### config.mk
export PLATFORM = sky130hd
export DESIGN_NAME = instr_dcd_burst_flat
export DESIGN_NICKNAME = d
export VERILOG_FILES = /design/src/rtl/instr_dcd_burst_if.sv /design/src/rtl/instr_dcd_burst.sv /design/src/flat_wrapper.sv
export SDC_FILE = /design/constraint.sdc
export NUM_CORES = 1
export LEC_CHECK = 0
export CAP_MARGIN = 20
export CORE_AREA = 2 2 96 52
export CTS_CLUSTER_SIZE = 16
export DETAILED_ROUTE_END_ITERATION = 10
export DIE_AREA = 0 0 98 54
export PLACE_DENSITY = 0.76
export SYNTH_ARGS = -nofsm -noshare
export SYNTH_HDL_FRONTEND = slang
export SYNTH_SLANG_ARGS = --single-unit
export TNS_END_PERCENT = 20
### constraint.sdc
create_clock -name clk -period 3.1 [get_ports clk]
set_clock_uncertainty 0.05 [all_clocks]
set_input_delay 0.62 -clock clk [delete_from_list [all_inputs] [get_ports clk]]
set_output_delay 0.62 -clock clk [all_outputs]
set_load 0.02 [all_outputs]
### src/rtl/instr_dcd_burst_if.sv
// SPI-bridge / register-file bundle for the burst instruction decoder.
// The decoder sits on the master modport; the bridge and register file sit on slave.
interface instr_dcd_burst_if #(
    parameter int ADDR_W     = 6,
    parameter int DATA_BYTES = 1
);
    localparam int DATA_W = 8 * DATA_BYTES;

    logic              cs_active;
    logic              byte_sync;
    logic [7:0]        data_in;
    logic [7:0]        data_out;
    logic              read;
    logic              write;
    logic [ADDR_W-1:0] addr;
    logic [DATA_W-1:0] data_write;
    logic [DATA_W-1:0] data_read;
    logic              frame_err;

    modport master (
        input  cs_active, byte_sync, data_in, data_read,
        output data_out, read, write, addr, data_write, frame_err
    );

    modport slave (
        output cs_active, byte_sync, data_in, data_read,
        input  data_out, read, write, addr, data_write, frame_err
    );
endinterface

### src/rtl/instr_dcd_burst.sv
// SPI instruction decoder: command phase (RW, INC, address), then DATA_BYTES-byte words
// turned into one-cycle register read/write strobes, with burst auto-increment.
module instr_dcd_burst #(
    parameter int ADDR_W     = 6,
    parameter int DATA_BYTES = 1
) (
    input logic               clk,
    input logic               rst,
    instr_dcd_burst_if.master bus
);
    localparam int CMD_BYTES = (ADDR_W + 2 + 7) / 8;
    localparam int DATA_W    = 8 * DATA_BYTES;

    typedef enum logic [2:0] {IDLE, CMD, WDATA, RFETCH, RDATA, DONE} state_t;

    state_t            state;
    logic              rw;
    logic              inc;
    logic [5:0]        cmd_hi;
    logic [1:0]        cnt;
    logic [DATA_W-1:0] word;
    logic [DATA_W-1:0] rbuf;
    logic [DATA_W-1:0] wnext;
    logic [DATA_W-1:0] rnext;
    logic              last_byte;

    assign wnext     = DATA_W'({word, bus.data_in});
    assign rnext     = DATA_W'({rbuf, 8'h00});
    assign last_byte = (int'(cnt) == DATA_BYTES - 1);

    always_ff @(posedge clk) begin
        if (rst) begin
            state          <= IDLE;
            rw             <= 1'b0;
            inc            <= 1'b0;
            cmd_hi         <= '0;
            cnt            <= '0;
            word           <= '0;
            rbuf           <= '0;
            bus.data_out   <= 8'h00;
            bus.read       <= 1'b0;
            bus.write      <= 1'b0;
            bus.addr       <= '0;
            bus.data_write <= '0;
            bus.frame_err  <= 1'b0;
        end else begin
            bus.read      <= 1'b0;
            bus.write     <= 1'b0;
            bus.frame_err <= 1'b0;

            // The burst-write increment lands after the strobe cycle so addr is stable during write.
            if (state == WDATA && bus.write && inc)
                bus.addr <= bus.addr + ADDR_W'(1);

            if (!bus.cs_active) begin
                if (state != IDLE) begin
                    state         <= IDLE;
                    bus.data_out  <= 8'h00;
                    cnt           <= '0;
                    bus.frame_err <= (state == CMD) ||
                                     ((state == WDATA || state == RDATA) && cnt != 2'd0);
                end
            end else begin
                case (state)
                    IDLE: if (bus.byte_sync) begin
                        rw     <= bus.data_in[7];
                        inc    <= bus.data_in[6];
                        cmd_hi <= bus.data_in[5:0];
                        cnt    <= '0;
                        if (CMD_BYTES == 2) begin
                            state <= CMD;
                        end else begin
                            bus.addr <= ADDR_W'(bus.data_in[5:0]);
                            if (bus.data_in[7]) begin
                                state <= WDATA;
                            end else begin
                                state    <= RFETCH;
                                bus.read <= 1'b1;
                            end
                        end
                    end
                    CMD: if (bus.byte_sync) begin
                        bus.addr <= ADDR_W'({cmd_hi, bus.data_in});
                        if (rw) begin
                            state <= WDATA;
                        end else begin
                            state    <= RFETCH;
                            bus.read <= 1'b1;
                        end
                    end
                    WDATA: if (bus.byte_sync) begin
                        word <= wnext;
                        if (last_byte) begin
                            cnt            <= '0;
                            bus.write      <= 1'b1;
                            bus.data_write <= wnext;
                            if (!inc)
                                state <= DONE;
                        end else begin
                            cnt <= cnt + 2'd1;
                        end
                    end
                    RFETCH: begin
                        rbuf         <= bus.data_read;
                        bus.data_out <= bus.data_read[DATA_W-1 -: 8];
                        cnt          <= '0;
                        state        <= RDATA;
                    end
                    RDATA: if (bus.byte_sync) begin
                        if (last_byte) begin
                            cnt <= '0;
                            if (inc) begin
                                bus.addr <= bus.addr + ADDR_W'(1);
                                bus.read <= 1'b1;
                                state    <= RFETCH;
                            end else begin
                                bus.data_out <= 8'h00;
                                state        <= DONE;
                            end
                        end else begin
                            cnt          <= cnt + 2'd1;
                            rbuf         <= rnext;
                            bus.data_out <= rnext[DATA_W-1 -: 8];
                        end
                    end
                    DONE: bus.data_out <= 8'h00;
                    default: state <= IDLE;
                endcase
            end
        end
    end
endmodule
### src/flat_wrapper.sv
// flat-port wrapper written by rule: the top's interface ports become plain ports
module instr_dcd_burst_flat 
#(
    parameter int ADDR_W     = 6,
    parameter int DATA_BYTES = 1
)
  (clk, rst, bus_cs_active, bus_byte_sync, bus_data_in, bus_data_read, bus_data_out, bus_read, bus_write, bus_addr, bus_data_write, bus_frame_err);
  instr_dcd_burst_if #(.ADDR_W(ADDR_W), .DATA_BYTES(DATA_BYTES)) bus_i ();
  input logic clk;
  input logic rst;
  input wire logic [$bits(bus_i.cs_active)-1:0] bus_cs_active;
  input wire logic [$bits(bus_i.byte_sync)-1:0] bus_byte_sync;
  input wire logic [$bits(bus_i.data_in)-1:0] bus_data_in;
  input wire logic [$bits(bus_i.data_read)-1:0] bus_data_read;
  output wire logic [$bits(bus_i.data_out)-1:0] bus_data_out;
  output wire logic [$bits(bus_i.read)-1:0] bus_read;
  output wire logic [$bits(bus_i.write)-1:0] bus_write;
  output wire logic [$bits(bus_i.addr)-1:0] bus_addr;
  output wire logic [$bits(bus_i.data_write)-1:0] bus_data_write;
  output wire logic [$bits(bus_i.frame_err)-1:0] bus_frame_err;
  assign bus_i.cs_active = bus_cs_active;
  assign bus_i.byte_sync = bus_byte_sync;
  assign bus_i.data_in = bus_data_in;
  assign bus_i.data_read = bus_data_read;
  assign bus_data_out = bus_i.data_out;
  assign bus_read = bus_i.read;
  assign bus_write = bus_i.write;
  assign bus_addr = bus_i.addr;
  assign bus_data_write = bus_i.data_write;
  assign bus_frame_err = bus_i.frame_err;
  instr_dcd_burst #(.ADDR_W(ADDR_W), .DATA_BYTES(DATA_BYTES)) u_core (.clk(clk), .rst(rst), .bus(bus_i));
endmodule
==> flow_summary.toml <==
[power]
p_switching_uw = 275.4
power_density_nw_per_um2 = 403.7
power_uw = 1026
combPwrFrac = 0.178
vdd_ir_drop_max_uv = 272.6
p_seq_frac = 0.434
switching_share = 0.2683
clockPowerShare = 0.388
cellLeakagePower_uw = 0.0009092
p_int_uw = 751.1

[placement]
dp_hpwl_um = 3910
place_congestion = 0.9027
numPortBuffers = 44

[route]
drc = 0
drtPass1Iterations = 5
vias_per_cell = 5.618
wl_per_cell_um = 15.18
wirelength_um = 5162
drt_iter0_drc = 242
vias = 1910
ant_nets = 0

[setup_path]
cpLargestDelayFamily = "buffers and inverters"
setup.worst_path.start_class = "input port"
path_class = "input port to flip-flop"
slowest_delay_ns = 0.67
cp_data_arrival_time_ns = 2.49
end_kind = "flip-flop"
worstPathMaxFanout = 8
path_buf_inv = 2
worstPathRequired_ns = 3.26
crit_slowest_cell = "clkdlybuf4s50_1"
crit_chain = "clkdlybuf4s50_1 -> inv_1 -> a21oi_1 -> o21ai_0 -> a21oi_4 -> mux2i_1"

[global_routing]
use_met1 = 0.3046
top_usage_layer = "met1"
grt_pass1_wl_um = 8259
antenna_found_initial = 0
grt_max_degree = 23
grtUsageMet2 = 0.2660
grtUsageMet3 = 0.08571
overflow = 0
grt.total_usage = 0.2047
grt_pass1_vias = 1648

[timing]
rsz0062_at_grt = "no"
fmax_ghz = 0.4281
min_period_over_period = 0.7535
setup_viol = 0
relSlewSlack = 0.5296
setup_tns_ns = 0
tightest_slew_ns = 0.7046
finalCriticalPeriod_ns = 2.336
maxSlewViolCount = 0
hold_viol = 0

[synth]
syn-num-nets = 258
yosysSeqAreaShare = 0.3305
synth_cells = 235
synth_area_um2 = 1938
synth_warnings = 0
syn_area_per_cell_um2 = 8.247
ys_seq_elements = 32
async_flop_share = 0
synth_edf_count = 0
dominantRegCellSynth = "dfxtp_1"
yosys.cell_types.count = 50

[clock_network]
cts.sinks = 32
htreeDepth = 2
cts_tree = "yes"
clock-root-buffer = "clkbuf_8"
cts_setup_buffers = 0
cts_inserted_buffers = 5
clkLatencyLatePin_ns = 0.28
ctsResizeCount = 0
clkTransAtPathRegs_ns = 0.07
cts_max_path_buffers = 2
ctsHoldBuffers = 0

[floorplan]
rows = 18
die_y_um = 54
fp.coreArea_um2 = 4572
fp.dieW_um = 98
start_util = 0.4239
ios = 45
die-area_um2 = 5292

[finish]
drive_above_1_share = 0.08214
syn_to_final_growth_pct = 31.18
num_antenna_cells = 0
fin_nets = 302

[job]
cap_violations = 0

[min_path]
holdCritPathClass = "flip-flop to flip-flop"

[status]
status = "complete, no violations"
-- state kept, by name, summed over array words and instances (netlist names) --
name / flops
u_core.bus.write: 1
u_core.rw: 1
u_core.cnt: 2
u_core.bus.data_write: 8
u_core.bus.addr: 6
u_core.bus.frame_err: 1
u_core.inc: 1
u_core.bus.read: 1
u_core.bus.data_out: 8
u_core.state: 3
-- path summary, 6_finish.rpt --
check | startpoint | to | slack (ns) | depth (start not counted)
max | bus_byte_sync | u_core.bus.data_out[3] | 0.76 | 6
min | u_core.bus.data_out[5] | u_core.bus.data_out[5] | 0.42 | 2
max reg2reg | u_core.state[0] | u_core.bus.addr[0] | 0.96 | 5
min reg2reg | u_core.bus.data_out[5] | u_core.bus.data_out[5] | 0.42 | 2
-- logic make-up (layout without fill, tap and decap cells) --
| family | after synthesis | in the layout | synth area share |
|---|---|---|---|
| muxes | 25 | 25 | 0.1304 |
| AOI/OAI and AO/OA | 59 | 59 | 0.2021 |
| and+or+nand+nor | 89 | 89 | 0.2395 |
| adders and majority gates | 3 | 3 | 0.01937 |
| DFF | 32 | 32 | 0.3305 |
| xor gates and xnor gates | 7 | 7 | 0.03163 |
| buffers and inverters | 20 | 65 | 0.04648 |
-- worst min-delay path: stages, from the launching register on --
cell and delay [ns]:
dfxtp_1 0.31, nand2b_1 0.06, mux2i_1 0.06
-- power groups by stage --
stage	Clock, µW	Combinational, µW	Sequential [µW]
2_1_floorplan	0	108	453
3_3_place_gp	0	178	454
3_5_place_dp	0	180	455
4_1_cts	407	181	445
5_1_grt	433	198	448
6_report	398	182	446
-- cells in the mapped netlist, types with 4 or more instances --
library cell,count,area (µm²)
o21ai_0,15,75.07
o22ai_1,4,25.02
dfxtp_1,32,640.6
buf_2,6,30.03
xnor2_1,5,43.79
inv_1,7,26.28
nand2b_1,17,106.4
nand2_1,22,82.58
o22a_1,4,35.03
mux2i_1,23,230.2
a21oi_1,13,65.06
nor2_1,22,82.58
nand3_1,6,30.03
clkbuf_1,6,22.52
-- metrics by stage --
step | hold WS (ns) | util | setup slack [ns] | cells | cell area, µm²
floorplan | 0.4011 | - | 1.342 | 235 | 1938
global placement | 0.4092 | 0.5326 | 0.6289 | 332 | 2435
CTS | 0.4284 | 0.5561 | 0.7770 | 340 | 2542
detailed placement | 0.4152 | 0.5326 | 0.5185 | 332 | 2435
finish | 0.4234 | 0.5561 | 0.7642 | 340 | 2542
global route | 0.4416 | 0.5561 | 0.6498 | 340 | 2542
-- cells in the final DEF, fill, tap and decap left out, types with 3 or more instances in the layout --
cell	instances
clkbuf_8	5
xnor2_1	5
nor2_1	22
or3_1	3
o22a_1	4
dfxtp_1	32
nand3_1	6
inv_1	7
nand2_1	22
o22ai_1	4
o211ai_1	3
mux2i_1	23
o21ai_0	15
nand2b_1	17
nor3_1	3
a21oi_1	13
ha_1	3
buf_4	6
clkdlybuf4s50_1	44
o21a_1	3
-- routing by layer --
metal,vias up,part of all wire
met4,0,0.0021
met5,-,0
met3,2,0.11
met2,95,0.39
met1,883,0.50
li1,930,-
-- final cells by class --
class / count / area, µm²
flip-flops and latches: 32 / 640.6
fillers: 412 / 2029
well taps: 60 / 75.07
repair buffers: 50 / 485.5
clock inverters: 2 / 35.03
multi-input cells: 183 / 1207
clock buffers: 6 / 72.57
inverters: 7 / 26.28
Note: power is estimated with default switching activity, not from simulation.
